[config.mk]
export PLATFORM = sky130hd
export DESIGN_NAME = serial_byte_rx
export DESIGN_NICKNAME = d
export VERILOG_FILES = /design/src/rtl/serial_byte_rx.sv
export SDC_FILE = /design/constraint.sdc
export NUM_CORES = 1
export LEC_CHECK = 0
export CORE_UTILIZATION = 50
export CTS_CLUSTER_DIAMETER = 50
export DETAILED_ROUTE_END_ITERATION = 10
export PLACE_DENSITY = 0.73
export SETUP_SLACK_MARGIN = 0.2
export SYNTH_ARGS = -nofsm -noshare
export SYNTH_HDL_FRONTEND = slang
export SYNTH_SLANG_ARGS = --single-unit
[constraint.sdc]
create_clock -name sys_clk -period 4.65 [get_ports sys_clk]
set_input_delay 0.6975 -clock sys_clk [delete_from_list [all_inputs] [get_ports sys_clk]]
set_output_delay 0.6975 -clock sys_clk [all_outputs]
set_load 0.005 [all_outputs]
[src/rtl/serial_byte_rx.sv]
// Bit-serial line receiver: recovers LSB-first frames (start, DATA_BITS data, stop)
// from an asynchronous idle-high line, sampling each bit at its midpoint.
module serial_byte_rx #(
    parameter int CLKS_PER_BIT = 16,
    parameter int DATA_BITS    = 8
) (
    input  logic                 sys_clk,
    input  logic                 sys_rst,
    input  logic                 rx_in,
    output logic [DATA_BITS-1:0] data_out,
    output logic                 data_valid,
    output logic                 frame_err,
    output logic                 busy,
    output logic [2:0]           dbg_state
);

    localparam int CW = (CLKS_PER_BIT > 1) ? $clog2(CLKS_PER_BIT) : 1;
    localparam int BW = (DATA_BITS > 1) ? $clog2(DATA_BITS) : 1;
    localparam logic [CW-1:0] CNT_HALF = CW'(CLKS_PER_BIT / 2 - 1);
    localparam logic [CW-1:0] CNT_FULL = CW'(CLKS_PER_BIT - 1);
    localparam logic [BW-1:0] BIT_LAST = BW'(DATA_BITS - 1);

    typedef enum logic [2:0] {
        IDLE      = 3'd0,
        START     = 3'd1,
        DATA      = 3'd2,
        STOP      = 3'd3,
        WAIT_HIGH = 3'd4
    } state_t;

    state_t               state;
    logic [CW-1:0]        cnt;
    logic [BW-1:0]        bit_idx;
    logic [DATA_BITS-1:0] shreg;
    logic                 rx_s1;
    logic                 rxs;

    assign busy      = (state != IDLE);
    assign dbg_state = state;

    always_ff @(posedge sys_clk) begin
        if (!sys_rst) begin
            state      <= IDLE;
            cnt        <= '0;
            bit_idx    <= '0;
            shreg      <= '0;
            data_out   <= '0;
            data_valid <= 1'b0;
            frame_err  <= 1'b0;
            rx_s1      <= 1'b1;
            rxs        <= 1'b1;
        end else begin
            rx_s1      <= rx_in;
            rxs        <= rx_s1;
            data_valid <= 1'b0;
            frame_err  <= 1'b0;
            case (state)
                IDLE: begin
                    if (!rxs) begin
                        state <= START;
                        cnt   <= '0;
                    end
                end
                // Re-check the start bit at its midpoint to reject short glitches.
                START: begin
                    if (cnt == CNT_HALF) begin
                        cnt     <= '0;
                        bit_idx <= '0;
                        state   <= rxs ? IDLE : DATA;
                    end else begin
                        cnt <= cnt + CW'(1);
                    end
                end
                DATA: begin
                    if (cnt == CNT_FULL) begin
                        cnt     <= '0;
                        shreg   <= DATA_BITS'({rxs, shreg} >> 1);
                        bit_idx <= bit_idx + BW'(1);
                        if (bit_idx == BIT_LAST) begin
                            state <= STOP;
                        end
                    end else begin
                        cnt <= cnt + CW'(1);
                    end
                end
                STOP: begin
                    if (cnt == CNT_FULL) begin
                        cnt <= '0;
                        if (rxs) begin
                            data_out   <= shreg;
                            data_valid <= 1'b1;
                            state      <= IDLE;
                        end else begin
                            frame_err <= 1'b1;
                            state     <= WAIT_HIGH;
                        end
                    end else begin
                        cnt <= cnt + CW'(1);
                    end
                end
                // A held-low break reports once, then waits for the line to recover.
                WAIT_HIGH: begin
                    if (rxs) begin
                        state <= IDLE;
                    end
                end
                default: state <= IDLE;
            endcase
        end
    end

endmodule

==> results.md <==
- Outcome: finished clean
- Synth Area in Adders: 2.87%
- Fill cell count: 210
- Htree depth: 2
- Final HPWL DP: 1610 um
- Worst-case reg-to-reg path depth: 4
- Clk buf depth: 2
- Mux contribution to synthesized area: 6.90%
- Hold bufs inserted after CTS: 0
- Starting Density: 52.7%
- Reg2reg setup slack: 2.80 ns
- Clk sink count: 30
- Core Footprint: 2480 um^2
- Layout Area Growth over Synthesis: 20.4%
- Worst Setup Start Kind: register
- Worst-path clk slew: 0.10 ns
- Antenna violations before repair: 0
- Fin nets: 163
- Hold Crit Class: register to register
- Critical path data required time: 3.95 ns
- Synth Area per Inst: 9.20 um^2
- DIE HEIGHT: 53.1 um
- Hold_sp: rx_s1$_SDFF_PN1_
- Final worst slack: 2.29 ns
- Mapped Cells: 142
- Pin count of the biggest net entering global routing: 22
- Final Hold Fails: 0
- Post-cts sizing count: 0
- Worst r2r src: dbg_state[1]$_SDFFE_PN0P_
- TritonCTS clock tree: done
- CP Capture Type: primary output
- Commonest non-fill, non-tap cells in the layout: dfxtp_1, nor2_1, clkdlybuf4s50_1
- Largest family of logic cells by synthesized area: simple AND/OR/NAND/NOR gates
- Synth Area in Simple Gates: 27.7%
- DRT iter0 DRCs: 17
- Worst-Margin Slew: 0.666 ns
- Worst Path Max Fanout: 14
- Kind of critical path: register to primary output
- Worst Hold Depth: 1
- Final non-filler cell total: 188
- R2R Path End: data_out[5]$_SDFFE_PN0P_
- WL/cell: 12.6 um
- Area after DPL: 1460 um^2
- Routed wire length: 2360 um
- Post-CTS setup buffer count: 0
- Max-Cap Viols: 0
- Crit-path leading delay family: flip-flops
- Hold EP: rxs$_SDFF_PN1_
- Max Freq: 423 MHz
- Placed Instances: 180
- Final setup fails: 0
- Period utilisation layout: 50.8%
- Die Span X: 53.1 um
- Slowest cell on the critical path: dfxtp_1
- Peak VDD IR: 0.000337 V
- Flops & latches, synth: 30
- Max-slew violations: 0
- Total gr overflow: 0
- Tmin final: 2.36 ns
- Final instance area: 1570 um^2
- # rows: 18
- Vias: 1028
- Skew final: 0.0147 ns
- Syn nets: 148
- Static Leak: 0.556 nW
- Vias in the first global route: 849
- Seq/Total Area, Yosys: 46.0%
- Port bufs: 16
- Final setup TNS: 0 ns
- Skew-Pair Late Insertion Delay: 0.32 ns
- Pre-CTS setup slack: 1.99 ns
- Distinct cells, synth: 38
- Area share of xor/xnor cells in the synthesized design: 0.670%
- Die area: 2820 um^2
- Antenna Violating Nets Remaining: 0
- I/O pins: 17
- Unrepaired setup endpoints after global routing: no
- Critical path cell sequence: or3_1 > clkdlybuf4s50_1
- PwrDens: 439 nW/um^2
- YS warnings: 0
- Global-route wire length before repair: 3890 um
- Layout cells sized above 1: 9.49%
- Antenna cells: 0
- Gr usage total: 19.7%
- Syn Std Cell Area: 1310 um^2
- Commonest non-fill, non-tap cell in the layout: dfxtp_1
- Post-route DRC: 0
- Root buf cell: clkbuf_4
- Total CTS buffers: 5
- Compound-gate portion of the synthesized area: 11.8%
- Crit path buffers/inverters: 1
- Final hold slack: 0.435 ns
- Critical Path AT: 1.67 ns
- Pre-antenna DRT Iters: 4
- RePlAce Congestion: 0.754
- Max incr delay on CP: 0.48 ns
- Detail-routed via count per cell: 5.47
- Slew Limit Headroom: 55.4%
[layout make-up]
cell class                      count  area, um^2  share of cell area (%)
Tap cell                           30        37.5                    2.39
Sequential cell                    30         601                    38.2
Multi-Input combinational cell    101         652                    41.4
Timing Repair Buffer               16         160                    10.2
Clock buffer                        6        51.3                    3.26
Inverter                            3        11.3                   0.716
Clock inverter                      2        60.1                    3.82
[logic make-up (layout without fill, tap and decap cells)]
group / count (synthesis) / in the layout
and+or+nand+nor: 65 / 65
DFF: 30 / 30
AOI/OAI and AO/OA: 23 / 23
buffers and inverters: 11 / 27
muxes: 9 / 9
adders and majority gates: 3 / 3
xor gates and xnor gates: 1 / 1
[metrics by stage]
step                power, W  utilization, %
finish              0.000691            63.5
global route        0.000724            63.5
CTS                 0.000697            63.5
detailed placement  0.000424            59.0
global placement    0.000421            59.0
floorplan           0.000386               -
[worst register-to-register path: cells and delay by family, from the launching register on]
family,cells,cell delay [ns]
simple gates,3,1.00
flops,1,0.62
compound gates,1,0.10
[state kept, by name, summed over array words and instances (netlist names)]
name / cells
bit_idx: 3
cnt: 4
data_out: 8
data_valid: 1
dbg_state: 3
frame_err: 1
rx_s1: 1
rxs: 1
shreg: 8
[worst max-delay path by stage]
stage,endpoint,cells past startpoint,from
after floorplan,busy,2,dbg_state[0]$_SDFFE_PN0P_
after global placement,dbg_state[0]$_SDFFE_PN0P_,5,sys_rst
after detailed placement,dbg_state[0]$_SDFFE_PN0P_,5,sys_rst
after CTS,busy,2,dbg_state[0]$_SDFFE_PN0P_
after global routing,dbg_state[0]$_SDFFE_PN0P_,5,sys_rst
final,busy,2,dbg_state[0]$_SDFFE_PN0P_
[power breakdown]
part | switching (W) | internal (W) | leakage [nW]
Sequential | 0.0000314 | 0.000269 | 0.242
Combinational | 0.0000502 | 0.0000688 | 0.255
Clock | 0.0000899 | 0.000182 | 0.0585
[metal layers]
layer	vias up	routed length, um	share of wire [%]	GRT usage, %
met4	0	15	0.63	7.89
li1	532	-	-	-
met3	2	76	3.2	6.32
met2	13	1080	46	28.5
met5	-	0	0	0
met1	481	1190	50	26.6
[cells in the mapped netlist (all sizes together)]
master / count / area [um^2]
or3: 1 / 6.26
nand3: 11 / 55.1
dfxtp: 30 / 601
or3b: 1 / 8.76
xor2: 1 / 8.76
nand4: 4 / 25.0
a22o: 2 / 17.5
nor2: 18 / 75.1
nor2b: 1 / 6.26
o21ai: 9 / 45.0
clkbuf: 5 / 18.8
a22oi: 1 / 7.51
a21boi: 1 / 7.51
buf: 3 / 23.8
a21oi: 5 / 36.3
inv: 3 / 11.3
nand2b: 5 / 38.8
or4b: 1 / 10.0
or4: 1 / 7.51
mux2i: 9 / 90.1
o22ai: 1 / 6.26
and2b: 2 / 15.0
and3: 2 / 12.5
a21o: 1 / 7.51
a31oi: 1 / 6.26
nor3b: 2 / 15.0
nor3: 3 / 26.3
a31o: 1 / 8.76
o221a: 1 / 11.3
nand3b: 3 / 22.5
ha: 3 / 37.5
nand2: 10 / 37.5
No activity file was read; power rests on OpenSTA's default activity.
